==> config.mk <==
export PLATFORM = sky130hd
export DESIGN_NAME = dct_coef_mem_writer
export DESIGN_NICKNAME = d
export VERILOG_FILES = /design/src/rtl/dct_coef_mem_writer.sv
export SDC_FILE = /design/constraint.sdc
export NUM_CORES = 1
export LEC_CHECK = 0
export BUFFER_PORTS_ARGS = -buffer_cell sky130_fd_sc_hd__buf_2
export CAP_MARGIN = 25
export CORE_ASPECT_RATIO = 0.5
export CORE_UTILIZATION = 60
export CTS_BUF_LIST = sky130_fd_sc_hd__clkbuf_8
export CTS_CLUSTER_SIZE = 12
export DETAILED_ROUTE_END_ITERATION = 8
export PLACE_DENSITY = 0.92
export REMOVE_ABC_BUFFERS = 1
export SETUP_SLACK_MARGIN = 0.02
export SLEW_MARGIN = 40
export SYNTH_ARGS = -nofsm -noshare
export SYNTH_HDL_FRONTEND = slang
export SYNTH_SLANG_ARGS = --single-unit
==> constraint.sdc <==
create_clock -name clk -period 13.6 [get_ports clk]
set_input_delay 1.36 -clock clk [delete_from_list [all_inputs] [get_ports clk]]
set_output_delay 1.36 -clock clk [all_outputs]
set_load 0.02 [all_outputs]
==> src/rtl/dct_coef_mem_writer.sv <==
// -----------------------------------------------------------------------------
// dct_coef_mem_writer
//
// Write-side sink of the 2D DCT datapath. Accepts one packed vector of N_COEF
// coefficients per handshake into a two-entry ping-pong buffer and serializes
// each buffered vector into the coefficient memory, one CW-bit word per
// address, coef 0 first, with no bubbles between consecutive vectors.
// A frame is NUM_VEC vectors; after its last word the block parks in DONE
// until the next start pulse.
//
// Optional feature (macro DCT_WR_CHKSUM_EN): adds a 16-bit running checksum
// of every written word (sign-extended to 16 bits, summed mod 2^16).
//
// Ports:
//   clk        in   clock, rising edge
//   rst        in   synchronous reset, active-high
//   start      in   begin/restart a frame (one-cycle pulse, wins over in_valid)
//   in_valid   in   in_coef holds a valid vector
//   in_ready   out  vector accepted when in_valid & in_ready (registered)
//   in_coef    in   packed vector, coef k = in_coef[k*CW +: CW]
//   mem_we     out  memory write enable
//   mem_addr   out  memory word address
//   mem_wdata  out  memory write data
//   busy       out  frame in progress (RUN)
//   done       out  frame complete (DONE, level)
//   vec_cnt    out  vectors fully written this frame
//   chksum     out  running word checksum (only with DCT_WR_CHKSUM_EN)
// -----------------------------------------------------------------------------
module dct_coef_mem_writer #(
    parameter int N_COEF  = 16,
    parameter int CW      = 11,
    parameter int AW      = 13,
    parameter int NUM_VEC = 512
) (
    input  logic                   clk,
    input  logic                   rst,
    input  logic                   start,
    input  logic                   in_valid,
    output logic                   in_ready,
    input  logic [N_COEF*CW-1:0]   in_coef,
    output logic                   mem_we,
    output logic [AW-1:0]          mem_addr,
    output logic [CW-1:0]          mem_wdata,
    output logic                   busy,
    output logic                   done,
    output logic [AW-1:0]          vec_cnt
`ifdef DCT_WR_CHKSUM_EN
    ,
    output logic [15:0]            chksum
`endif
);

    localparam int              KW       = (N_COEF > 1) ? $clog2(N_COEF) : 1;
    localparam logic [KW-1:0]   K_LAST   = KW'(N_COEF - 1);
    localparam logic [AW-1:0]   VEC_LAST = AW'(NUM_VEC - 1);
    localparam logic [AW:0]     ACC_MAX  = (AW+1)'(NUM_VEC);

    typedef enum logic [1:0] {
        S_IDLE = 2'd0,
        S_RUN  = 2'd1,
        S_DONE = 2'd2
    } state_t;

    state_t                 state_r;
    state_t                 state_nxt_s;

    // Ping-pong storage: wr_sel_r is the slot the next accepted vector lands
    // in, rd_sel_r is the slot currently being serialized.
    logic [N_COEF*CW-1:0]   vec_buf_r [2];
    logic                   wr_sel_r;
    logic                   rd_sel_r;
    logic [1:0]             occ_r;
    logic [1:0]             occ_nxt_s;
    // Vectors accepted this frame; one extra bit so NUM_VEC itself fits.
    logic [AW:0]            acc_r;
    logic [AW:0]            acc_nxt_s;
    logic [KW-1:0]          word_idx_r;
    // Next address to be written; mem_addr shows it whenever no write is out.
    logic [AW-1:0]          addr_cnt_r;

    logic                   accept_s;
    logic                   ser_we_s;
    logic                   last_word_s;
    logic                   frame_end_s;
    logic                   in_ready_nxt_s;
    logic [CW-1:0]          word_s;

`ifdef DCT_WR_CHKSUM_EN
    // Sign-extend one coefficient word to the 16-bit checksum width.
    function automatic logic [15:0] sext16(input logic [CW-1:0] w);
        return 16'($signed(w));
    endfunction
`endif

    // Handshake, serializer and next-state decode.
    always_comb begin
        accept_s    = in_valid & in_ready & ~start;
        ser_we_s    = (state_r == S_RUN) && (occ_r != 2'd0) && !start;
        last_word_s = ser_we_s && (word_idx_r == K_LAST);
        frame_end_s = last_word_s && (vec_cnt == VEC_LAST);
        word_s      = vec_buf_r[rd_sel_r][word_idx_r*CW +: CW];

        // Accept and free in the same cycle leave occupancy unchanged.
        if (start) begin
            occ_nxt_s = 2'd0;
        end else if (accept_s && !last_word_s) begin
            occ_nxt_s = occ_r + 2'd1;
        end else if (!accept_s && last_word_s) begin
            occ_nxt_s = occ_r - 2'd1;
        end else begin
            occ_nxt_s = occ_r;
        end

        if (start) begin
            acc_nxt_s = {(AW+1){1'b0}};
        end else if (accept_s) begin
            acc_nxt_s = acc_r + (AW+1)'(1'b1);
        end else begin
            acc_nxt_s = acc_r;
        end

        if (start) begin
            state_nxt_s = S_RUN;
        end else begin
            case (state_r)
                S_IDLE:  state_nxt_s = S_IDLE;
                S_RUN:   state_nxt_s = frame_end_s ? S_DONE : S_RUN;
                S_DONE:  state_nxt_s = S_DONE;
                default: state_nxt_s = S_IDLE;
            endcase
        end

        // in_ready is registered from next-state values, so it never depends
        // on in_valid combinationally.
        in_ready_nxt_s = (state_nxt_s == S_RUN) && (occ_nxt_s < 2'd2) &&
                         (acc_nxt_s < ACC_MAX);
    end

    // Vector buffer capture; contents are don't-care while the slot is empty.
    always_ff @(posedge clk) begin
        if (accept_s) begin
            vec_buf_r[wr_sel_r] <= in_coef;
        end
    end

    // Frame FSM, buffer bookkeeping and registered memory-side outputs.
    always_ff @(posedge clk) begin
        if (rst) begin
            state_r    <= S_IDLE;
            wr_sel_r   <= 1'b0;
            rd_sel_r   <= 1'b0;
            occ_r      <= 2'd0;
            acc_r      <= {(AW+1){1'b0}};
            word_idx_r <= {KW{1'b0}};
            addr_cnt_r <= {AW{1'b0}};
            in_ready   <= 1'b0;
            mem_we     <= 1'b0;
            mem_addr   <= {AW{1'b0}};
            mem_wdata  <= {CW{1'b0}};
            busy       <= 1'b0;
            done       <= 1'b0;
            vec_cnt    <= {AW{1'b0}};
`ifdef DCT_WR_CHKSUM_EN
            chksum     <= 16'd0;
`endif
        end else if (start) begin
            // Restart drops whatever is buffered or mid-serialization.
            state_r    <= S_RUN;
            wr_sel_r   <= 1'b0;
            rd_sel_r   <= 1'b0;
            occ_r      <= 2'd0;
            acc_r      <= {(AW+1){1'b0}};
            word_idx_r <= {KW{1'b0}};
            addr_cnt_r <= {AW{1'b0}};
            in_ready   <= in_ready_nxt_s;
            mem_we     <= 1'b0;
            mem_addr   <= {AW{1'b0}};
            busy       <= 1'b1;
            done       <= 1'b0;
            vec_cnt    <= {AW{1'b0}};
`ifdef DCT_WR_CHKSUM_EN
            chksum     <= 16'd0;
`endif
        end else begin
            state_r  <= state_nxt_s;
            busy     <= (state_nxt_s == S_RUN);
            done     <= (state_nxt_s == S_DONE);
            in_ready <= in_ready_nxt_s;
            occ_r    <= occ_nxt_s;
            acc_r    <= acc_nxt_s;
            if (accept_s) begin
                wr_sel_r <= ~wr_sel_r;
            end
            if (ser_we_s) begin
                mem_we     <= 1'b1;
                mem_addr   <= addr_cnt_r;
                mem_wdata  <= word_s;
                addr_cnt_r <= addr_cnt_r + AW'(1'b1);
`ifdef DCT_WR_CHKSUM_EN
                chksum     <= chksum + sext16(word_s);
`endif
                if (last_word_s) begin
                    word_idx_r <= {KW{1'b0}};
                    rd_sel_r   <= ~rd_sel_r;
                    vec_cnt    <= vec_cnt + AW'(1'b1);
                end else begin
                    word_idx_r <= word_idx_r + KW'(1'b1);
                end
            end else begin
                mem_we   <= 1'b0;
                mem_addr <= addr_cnt_r;
            end
        end
    end

endmodule
==> results.md <==
* Sequential fraction of the synthesis area at 0.734
* Ys flop type: edfxtp_1
* Multi-input gate area at 4120 µm²
* Register bit total from synthesis at 431
* Outcome: finished clean
* Skew final at 46.1 ps
* Height of the die at 119 µm
* Post-synth ARST share at 0
* CTS tree: yes
* Vias in the first global route at 9928
* CP endpoint kind: flip-flop
* Worst endpoint required time at 13870 ps
* Final instance area at 19200 µm²
* Global-route wire length before repair at 56800 µm
* Clk pin slew, worst setup/hold paths at 70 ps
* Final net count at 1351
* Initial Util at 0.618
* DP Wirelength at 23400 µm
* R2r setup slk at 10680 ps
* Via count at 9733
* Post-synth EDFFs at 352
* Die Wd at 237 µm
* Total grt overflow at 0
* Initial antenna violation count at 15
* Layout Utilization at 0.715
* Total negative setup slack at 0 ps
* All-layer global routing usage at 0.271
* Post-Place Setup Slack at 9850 ps
* Max H-tree Level at 2
* Design Power at 2470 µW
* Reg2reg end: mem_wdata[10]$_SDFFE_PP0P_
* Buffer depth of the longest clock path at 3
* Cells on Worst Hold Path at 2
* Critical path peak fanout at 62
* Post-synthesis cell type count at 54
* Die ar. at 28300 µm²
* WL final at 38300 µm
* Synth Cell Area at 16600 µm²
* Port Buffers at 220
* Total iterations of the first detailed-routing run at 5
* Number of DRC markers in iteration 0 at 1102
* Path depth of the worst reg2reg path at 6
* PostCTS Resize Cnt at 0
* Post-route DRC at 0
* Gpl congestion at 0.814
* Syn Area/Cell at 18.0 µm²
* Hold EP: occ_r[0]$_SDFFE_PP0P_
* Period utilisation layout at 0.225
* Layout Area Growth over Synthesis at 15.7%
* Routed Antenna Nets at 0
* Power density over the cells at 129 nW/µm²
* Worst path arrival time at 3330 ps
* Site Rows at 42
* Slew @ Worst Pin at 837 ps
* Core outline area at 26800 µm²
* Hold_buf cts at 0
* Placed cell areas at 18000 µm²
* Fillers at 1508
* Slew Limit Headroom at 0.442
* Largest net degree at the start of global routing at 95
* Achievable clock frequency at 327 MHz
* Final setup violation count at 0
* Final hold viol count at 0
* Synth Instances at 918
* Ratio of cells with drive above 1 in the final layout at 0.327
* Vias per inst at 6.18
* Setup bufs post-CTS at 0
* CP Launch Type: primary input
* Root Buffer: clkbuf_8
* WS Path Type: primary input to flip-flop
* Worst skew pair latency at 650 ps
* Clock period minus final worst setup slack at 3060 ps
* FF/Latch Area at 12200 µm²
* CTS Buf Count at 55
* Routed wire per std cell at 24.3 µm
* Worst hold-check path type: flip-flop to flip-flop
* Critical hold path startpoint: occ_r[0]$_SDFFE_PP0P_
* Static Leak at 0.00657 µW
* Max Cap Viol at 0
* Top-Level Pins at 221
* Worst setup margin at 10540 ps
* CTS Sinks at 431
* Unrepaired setup endpoints after global routing: false
* Ys Warns at 0
* Maximum VDD drop at 77.9 µV
* Final Max Tran Viols at 0
==> cell type report <==
cell class              count  area share
multi-input cells         430       0.215
clock buffers              64      0.0459
flip-flops and latches    431       0.634
repair buffers            231      0.0645
diodes                     16     0.00209
clock inverters            38      0.0129
well taps                 352      0.0230
inverters                  13     0.00255
==> cells by family (layout without fill, tap and decap cells) <==
kind of cell	after synthesis	count (layout)	share of synthesized area
and+or+nand+nor	192	192	0.0583
muxes	110	110	0.129
xor gates and xnor gates	33	33	0.0174
adders and majority gates	9	9	0.00680
buffers and inverters	57	346	0.0193
other	0	16	0
DFF	431	431	0.734
AOI/OAI and AO/OA	86	86	0.0359
==> worst max-delay path by stage <==
stage / start / to / slack (ps) / cells after the start
3_5_place_dp: in_valid / vec_buf_r[1][0]$_DFFE_PP_ / 9850 / 5
3_3_place_gp: in_valid / vec_buf_r[1][31]$_DFFE_PP_ / 9900 / 5
5_1_grt: in_valid / vec_buf_r[1][68]$_DFFE_PP_ / 10400 / 5
4_1_cts: in_valid / vec_buf_r[1][17]$_DFFE_PP_ / 10480 / 5
6_report: in_valid / vec_buf_r[1][73]$_DFFE_PP_ / 10540 / 5
2_1_floorplan: in_valid / vec_buf_r[0][0]$_DFFE_PP_ / 3810 / 4
==> cell usage after synthesis, types with 9 or more instances <==
cell        n  area, µm²
nand2_1    45        169
mux4_1     10        263
clkbuf_1   20       75.1
xnor2_1    14        123
dfxtp_1    79       1580
edfxtp_1  352      10600
nand3_1    21        105
and2_1     18        113
xor2_1     19        166
nand4_1    12       75.1
a32o_1     10        100
inv_1      12       45.0
mux2i_1    27        270
mux4_2     69       1550
a22oi_1    18        135
nor2_1     55        206
ha_1        9        113
o221ai_1    9       78.8
a21oi_1    24        120
o21ai_0     9       45.0
==> metal layers <==
metal / part of all wire / GRT usage
met3: 0.077 / 0.0577
met1: 0.36 / 0.336
met5: 0.00047 / 0
met4: 0.044 / 0.155
met2: 0.51 / 0.449
==> power breakdown <==
group          internal (µW)  leakage, µW  switching [µW]
sequential              1440      0.00382            4.15
clock                    488     0.000669             477
combinational           27.4      0.00208            33.4
total                   1950      0.00657             514
==> through the flow <==
| step | hold WS, ps | instances |
|---|---|---|
| 4_1_cts | 471 | 1559 |
| 3_5_place_dp | 454 | 1457 |
| 6_report | 472 | 1575 |
| 2_1_floorplan | 450 | 874 |
| 3_3_place_gp | 448 | 1455 |
| 5_1_grt | 504 | 1573 |
==> sequential cells by signal (all words and copies together) (netlist names), named ones only <==
register    count
vec_cnt        13
acc_r          14
vec_buf_r     352
mem_addr       13
mem_we          1
in_ready        1
busy            1
wr_sel_r        1
word_idx_r      4
occ_r           2
addr_cnt_r     13
done            1
state_r         2
mem_wdata      11
rd_sel_r        1
==> layout by cell type (no fill, tap or decap), types with 7 or more instances in the layout <==
cell,n
nand4_1,12
nor3_1,7
inv_1,36
dfxtp_1,76
a32o_1,10
a22oi_1,18
xnor2_1,14
diode_2,16
nand2_1,45
and2_1,17
mux2i_1,27
o221ai_1,9
edfxtp_1,352
ha_1,9
nor2_1,51
xor2_1,19
o21ai_0,9
mux4_2,69
mux4_1,10
clkbuf_8,64
a21oi_1,24
buf_2,220
a31oi_1,8
nand3_1,21
==> worst max-delay path, stage by stage <==
cell     delay (ps)
buf_2            90
nand2_1         100
nor2_1          280
and2_4          650
buf_4           750
Note: power is estimated with default switching activity, not from simulation.
